**config.mk**
```make
export PLATFORM = sky130hd
export DESIGN_NAME = tdm_demux41
export DESIGN_NICKNAME = d
export VERILOG_FILES = /design/src/rtl/tdm_demux41.sv
export SDC_FILE = /design/constraint.sdc
export NUM_CORES = 1
export LEC_CHECK = 0
export BUFFER_PORTS_ARGS = -buffer_cell sky130_fd_sc_hd__buf_2
export CORE_AREA = 2 2 39 41
export CTS_BUF_LIST = sky130_fd_sc_hd__clkbuf_2
export CTS_CLUSTER_DIAMETER = 200
export DETAILED_ROUTE_END_ITERATION = 6
export DIE_AREA = 0 0 41 43
export PLACE_DENSITY = 0.76
export SYNTH_ARGS = -nofsm -noshare
export SYNTH_HDL_FRONTEND = slang
export SYNTH_SLANG_ARGS = --single-unit
```
**constraint.sdc**
```tcl
create_clock -name i_CLK -period 3.4 [get_ports i_CLK]
set_input_delay 0.68 -clock i_CLK [delete_from_list [all_inputs] [get_ports i_CLK]]
set_output_delay 0.68 -clock i_CLK [all_outputs]
set_load 0.03 [all_outputs]
```
**src/rtl/tdm_demux41.sv**
```systemverilog
// tdm_demux41: receive side of a 4-slot TDM link, frame-locked demultiplexer.
// Define TDM_PARITY_EN for a 5-slot frame with a trailing even-parity slot.
module tdm_demux41 #(
   parameter int WIDTH = 1
) (
   input  logic             i_CLK,
   input  logic             i_RST_N,
   input  logic [WIDTH-1:0] i_DATA,
   input  logic             i_EN,
   input  logic             i_SYNC,
   output logic [WIDTH-1:0] o_A,
   output logic [WIDTH-1:0] o_B,
   output logic [WIDTH-1:0] o_C,
   output logic [WIDTH-1:0] o_D,
   output logic             o_VALID,
   output logic             o_LOCK,
   output logic [2:0]       o_SLOT,
   output logic             o_SYNC_ERR,
   output logic             o_PAR_ERR
);

   typedef enum logic {HUNT, LOCKED} state_t;

`ifdef TDM_PARITY_EN
   localparam logic [2:0] LAST = 3'd4;
`else
   localparam logic [2:0] LAST = 3'd3;
`endif

   state_t           state_q, state_d;
   logic [2:0]       slot_q, slot_d;
   logic [WIDTH-1:0] shd_q [4];
   logic [WIDTH-1:0] shd_d [4];
   logic [WIDTH-1:0] a_d, b_d, c_d, d_d;
   logic             valid_d, serr_d, perr_d;

   always_comb begin
      state_d = state_q;
      slot_d  = slot_q;
      shd_d   = shd_q;
      a_d     = o_A;
      b_d     = o_B;
      c_d     = o_C;
      d_d     = o_D;
      valid_d = 1'b0;
      serr_d  = 1'b0;
      perr_d  = 1'b0;
      if (i_EN) begin
         unique case (state_q)
            HUNT: begin
               if (i_SYNC) begin
                  shd_d[0] = i_DATA;
                  slot_d   = 3'd1;
                  state_d  = LOCKED;
               end
            end
            LOCKED: begin
               // sync wins over every slot position: early sync restarts
               priority case (1'b1)
                  i_SYNC: begin
                     serr_d   = (slot_q != 3'd0);
                     shd_d[0] = i_DATA;
                     slot_d   = 3'd1;
                  end
                  (slot_q == 3'd0): begin
                     serr_d  = 1'b1;
                     state_d = HUNT;
                     slot_d  = 3'd0;
                  end
                  (slot_q == LAST): begin
                     slot_d = 3'd0;
`ifdef TDM_PARITY_EN
                     if (i_DATA == (shd_q[0] ^ shd_q[1] ^
                                    shd_q[2] ^ shd_q[3])) begin
                        a_d     = shd_q[0];
                        b_d     = shd_q[1];
                        c_d     = shd_q[2];
                        d_d     = shd_q[3];
                        valid_d = 1'b1;
                     end else begin
                        perr_d = 1'b1;
                     end
`else
                     a_d     = shd_q[0];
                     b_d     = shd_q[1];
                     c_d     = shd_q[2];
                     d_d     = i_DATA;
                     valid_d = 1'b1;
`endif
                  end
                  default: begin
                     shd_d[slot_q[1:0]] = i_DATA;
                     slot_d = slot_q + 3'd1;
                  end
               endcase
            end
            default: state_d = HUNT;
         endcase
      end
   end

   always_ff @(posedge i_CLK or negedge i_RST_N) begin
      if (!i_RST_N) begin
         state_q    <= HUNT;
         slot_q     <= 3'd0;
         shd_q      <= '{default: '0};
         o_A        <= '0;
         o_B        <= '0;
         o_C        <= '0;
         o_D        <= '0;
         o_VALID    <= 1'b0;
         o_SYNC_ERR <= 1'b0;
      end else begin
         state_q    <= state_d;
         slot_q     <= slot_d;
         shd_q      <= shd_d;
         o_A        <= a_d;
         o_B        <= b_d;
         o_C        <= c_d;
         o_D        <= d_d;
         o_VALID    <= valid_d;
         o_SYNC_ERR <= serr_d;
      end
   end

`ifdef TDM_PARITY_EN
   always_ff @(posedge i_CLK or negedge i_RST_N) begin
      if (!i_RST_N) o_PAR_ERR <= 1'b0;
      else          o_PAR_ERR <= perr_d;
   end
`else
   assign o_PAR_ERR = 1'b0;
   logic unused_perr;
   assign unused_perr = perr_d;
`endif

   assign o_LOCK = (state_q == LOCKED);
   assign o_SLOT = slot_q;

endmodule
```
# --- Word-level counts from Yosys, hierarchy flattened ---
# Index checks and enable logic that the tools add are counted.
# Widths: inputs -> output; s select.
word_totals:
  out_inout_bits: 11
  reg_bits: 14
  elab_cells: 57
  input_bits: 5
classes:
  n_mux: 26
  n_eq_ne: 4
  n_reduce_logical: 7
  magnitude_cmp: 2
  addsub: 1
  n_bitwise: 5
op_table:
  columns: ["op", "n"]
  rows:
  - ["$mux 1", 17]
  - ["$mux 3", 4]
  - ["$reduce_and 5->1", 2]
  - ["$ne 3x3->1 const B", 2]
  - ["$pmux 3 s2", 1]
  - ["$bwmux 4", 1]
  - ["$not 1->1", 4]
  - ["$pmux 1 s2", 2]
  - ["$reduce_and 4->1", 1]
  - ["$add 3x1->3 const B", 1]
  - ["$eq 3x2->1 const B", 1]
  - ["$ge 3x3->1 const B", 1]
  - ["$logic_not 3->1", 1]
  - ["$lt 3x1->1 const B", 1]
  - ["$not 2->3", 1]
  - ["$reduce_bool 3->1", 1]
  - ["$demux 1 s2", 1]
  - ["$ne 2x2->1 const B", 1]
  - ["$reduce_and 2->1", 1]
  - ["$logic_and 1x1->1", 1]

# --- Longest topological paths before layout ---
logic_depth:
  depth_word: 10
  mapped_depth: 5
  mapped_depth_nobuf: 5

# --- Worst setup path after synthesis ---
# No wires, ideal clock.
synth_path:
  path_type: "reg2reg"
  startpoint: "register slot_q[0] (netlist: o_SLOT[0])"
  endpoint: "register shd_q[3] (netlist bit)"
  path_buffers: 0
  setup_slack_ns: 1.721
  synth_period_minus_slack_ns: 1.679
  setup_ns: 0.125
  stages_incl_launch_ff: 6
  required_ns: 3.275
  arrival_ns: 1.555
  cell_sequence: "dfrtp_1 -> inv_1 -> ha_1 -> and3_2 -> o21ai_0 -> mux2_2"
synth_between:
  elab_chain_cells: 10
  elab_cells_between_ends: 16
  classes_between: "2 x order compare; 3 x eq/ne; 7 x mux; 1 x bitwise; 3 x reduce/logical"
synth_lines:
  columns: ["element", "line", "rtl"]
  rows:
  - ["from (decl)", "31", "logic [2:0] slot_q, slot_d;"]
  - ["from (signal assigned)", "115", "slot_q <= slot_d;"]
  - ["$not 2->3 (not written as such)", "92", "shd_d[slot_q[1:0]] = i_DATA;"]
  - ["$ge 3x3->1 (not written as such) / $lt 3x1->1 (equally long branches)", "92", null]
  - ["$logic_and 1x1->1 (not written as such)", "92", null]
  - ["$mux 1 (not written as such)", "92", null]
  - ["$demux 1 s2", "92", null]
  - ["$bwmux 4", "92", null]
  - ["$mux 1 (3 in a row)", "59", "priority case (1'b1)"]
  - ["$pmux 1 s2", "49", "unique case (state_q)"]
  - ["to (signal assigned)", "106", "shd_q <= '{default: '0};"]
  - ["to (signal assigned)", "116", "shd_q <= shd_d;"]
  - ["to (decl)", "32", "logic [WIDTH-1:0] shd_q [4];"]
# Parallel ways exist; a longest one is shown, timed or not. The select of a mux whose other input is x is not followed.
# A chain may end at the register's enable or synchronous reset.

# --- Final worst setup path ---
layout_path:
  startpoint: "register state_q (netlist: o_LOCK)"
  endpoint: "output port o_LOCK"
layout_rtl:
  columns: ["element", "line", "rtl"]
  rows:
  - ["from (decl)", "30", "state_t state_q, state_d;"]
  - ["from (signal assigned)", "114", "state_q <= state_d;"]
  - ["to (decl)", "16", "output logic o_LOCK,"]
# No word-level cell between the ends.

==> results.md <==
* Setup fix buffers added after clock tree synthesis at 0
* Routed WL per cell at 11.9 µm
* Total number of vias at 446
* Final worst-path cycle share at 51.3%
* Share of post-route cells with drive strength above 1 at 40.0%
* HPWL after DPL at 787 µm
* Final Power at 0.630 mW
* Dominant cell type by area after synthesis: dfrtp_1
* H-Tree Depth at 1
* Synthesized netlist cell count at 55
* Number of max-capacitance violations reported at 0
* Arr. time, crit path at 1.07 ns
* CTS tree: built
* Post-synthesis register bit count at 13
* Quantity of gates resized following cts at 0
* Global-route wire length before repair at 1790 µm
* Category of the worst setup path capture point: output port
* Reg-to-reg critical path endpoint: shd_q[3]$_DFFE_PN0P_
* Antenna violations before repair at 0
* Global-route congestion overflow total at 0
* Count of buffering cells on the critical path with inverters included at 1
* Maximum count of clock buffers along a single path at 2
* Site Rows at 14
* Total wire length at 1030 µm
* Unique masters post-synth at 23
* F_max at 573 MHz
* Setup CP Type: flop to output port
* Placed Area at 731 µm²
* Category of the worst setup path launch point: flop
* Synth Area in Adders at 9.33%
* Syn nets at 65
* Post-synthesis simple-gate area fraction at 13.1%
* Worst clock skew at 0.00381 ns
* Clock-pin slew reported for the worst setup and hold paths after clock tree synthesis at 0.12 ns
* Mapped Area at 671 µm²
* RSZ-0062 raised after global routing: false
* Port Buffers at 14
* Share of synthesized area occupied by flip-flops and latches at 48.5%
* Peak supply drop at 0.000417 V
* Chip height at 43 µm
* Reg-to-reg critical path startpoint: o_SLOT[0]$_DFFE_PN0P_
* Clock insertion delay at the later pin of the skew report at 0.27 ns
* Sinks on the clock net at 13
* Diode count at 0
* Cell breakdown of the critical path: buf_2
* TritonCTS Buffers at 3
* Area of the core at 1380 µm²
* Top cells by area in the synthesized netlist: dfrtp_1 (49%), ha_1 (9.3%), mux2_4 (9.0%)
* Main combinational cell family by area after synthesis: multiplexers
* Routability cong. at 0.746
* Final Hold Violating Endpoints at 0
* Compound-Gate Fraction of Synth Area at 7.84%
* Synth-to-Final Area Change at 11.9%
* Number of primary I/O pins at 16
* Fillers at 135
* Flop2flop setup slack at 1.85 ns
* XOR/XNOR Fraction of Synth Area at 0%
* Worst reg2reg path depth at 5
* Effective utilization at floorplan at 48.5%
* Mean Syn Cell Area at 12.2 µm²
* Total non-filler cell area in the finished layout at 751 µm²
* Count of unresolved DRC violations after routing at 0
* Floorplan die area at 1760 µm²
* Horizontal die dimension at 41 µm
* Status: completed
* Type of the tightest min-delay check: input port to asynchronous set/reset pin
* DRC violation total after the first TritonRoute iteration at 4
* Max-slew violation count at 0
* Crit path required time at 2.72 ns
* GRT Total Usage at 15.2%
* Final critical path time including I/O delays and setup at 1.75 ns
* Number of hold buffers added after CTS at 0
* Multiplexer share of the synthesized area at 14.0%
* PwrDens at 839 nW/µm²
* Worst path top cell family by delay: flip-flops
* Worst hold slack after final layout at 0.265 ns
* Sum of negative setup slack at 0 ns
* First-pass DRT Iterations at 3
* Cell at the slowest stage of the critical path: dfrtp_1
* Final setup viols at 0
* Largest net degree at the start of global routing at 14
* Post-route ant nets at 0
* Maximum fanout along the worst path at 10
* Vias in the first global route at 423
* Number of nets in the layout at 81
* Clock Root Buffer: clkbuf_2
* Delay of the slowest critical-path stage at 0.54 ns
* Top-area cell type share of the netlist area at 48.5%
* Leakage power at 0.409 nW
* Post-detailed-route via-to-cell ratio at 5.19
* Ys Warns at 0
==> final cells by class <==
cell class                      instances  area [µm²]  area share [%]
Multi-Input combinational cell         35         300            40.0
Tap cell                               16        20.0            2.67
Sequential cell                        13         325            43.3
Inverter                                4        15.0            2.00
Timing Repair Buffer                   14        70.1            9.33
Clock buffer                            4        20.0            2.67
==> flip-flops by register name, indices dropped and copies added (netlist names) <==
name and count:
o_SLOT 3, shd_q 3, o_A 1, o_B 1
o_C 1, o_D 1, o_LOCK 1, o_SYNC_ERR 1
o_VALID 1
==> report_power, final <==
| part | switching [mW] | internal, mW | total (mW) |
|---|---|---|---|
| logic | 0.183 | 0.114 | 0.298 |
| clock network | 0.0488 | 0.0312 | 0.0800 |
| registers | 0.0449 | 0.207 | 0.252 |
| total | 0.277 | 0.353 | 0.630 |
==> metal layers <==
metal,global-route usage (%),routed length [µm]
met5,0,0
met3,3.14,62
met4,10.0,28
met2,20.9,467
met1,20.6,469
==> synth_stat cells (all sizes together) <==
cell type / n
and3b: 1
nor2: 2
nand2: 4
conb: 1
a31oi: 1
dfrtp: 13
a21oi: 1
nand3: 4
a22oi: 1
o21bai: 1
inv: 4
and3: 1
o2bb2ai: 1
a21boi: 1
mux2: 7
nand4: 1
nor2b: 1
ha: 5
o21ai: 2
buf: 3
==> cell usage in the layout, fill, tap and decap left out <==
cell type / n
nand4_1: 1
ha_1: 5
and3_2: 1
a31oi_1: 1
conb_1: 1
a22oi_1: 1
o21bai_1: 1
inv_1: 4
buf_2: 14
mux2_4: 4
nor2b_1: 1
nor2_1: 2
nand2_1: 4
o2bb2ai_1: 1
mux2_2: 3
clkbuf_2: 4
a21oi_1: 1
and3b_4: 1
dfrtp_1: 13
nand3_1: 3
a21boi_0: 1
nand3_4: 1
o21ai_0: 2
==> per-stage QoR <==
step           worst slack, ns  utilization, %  instances
6_report                  1.65            54.2         86
5_1_grt                   1.58            54.2         86
4_1_cts                   1.66            54.2         86
3_5_place_dp              1.72            52.8         82
3_3_place_gp              1.73            52.8         82
2_1_floorplan             1.72               -         55
==> worst max path at each step <==
stage,from,end,depth (start not counted)
floorplan,o_SLOT[0]$_DFFE_PN0P_,shd_q[3]$_DFFE_PN0P_,5
global placement,i_SYNC,o_A$_DFFE_PN0P_,4
detailed placement,i_SYNC,o_C$_DFFE_PN0P_,4
CTS,o_LOCK$_DFFE_PN0P_,o_LOCK,1
global route,o_LOCK$_DFFE_PN0P_,o_LOCK,1
finish,o_LOCK$_DFFE_PN0P_,o_LOCK,1
==> kinds of logic after synthesis <==
kind of cell / after synthesis
other: 1
AO/OA/AOI/OAI: 8
AND/OR/NAND/NOR: 14
multiplexers: 7
buffers and inverters: 7
adder cells (fa/ha/maj): 5
flip-flops: 13
Power figures use the tool's default switching activity.
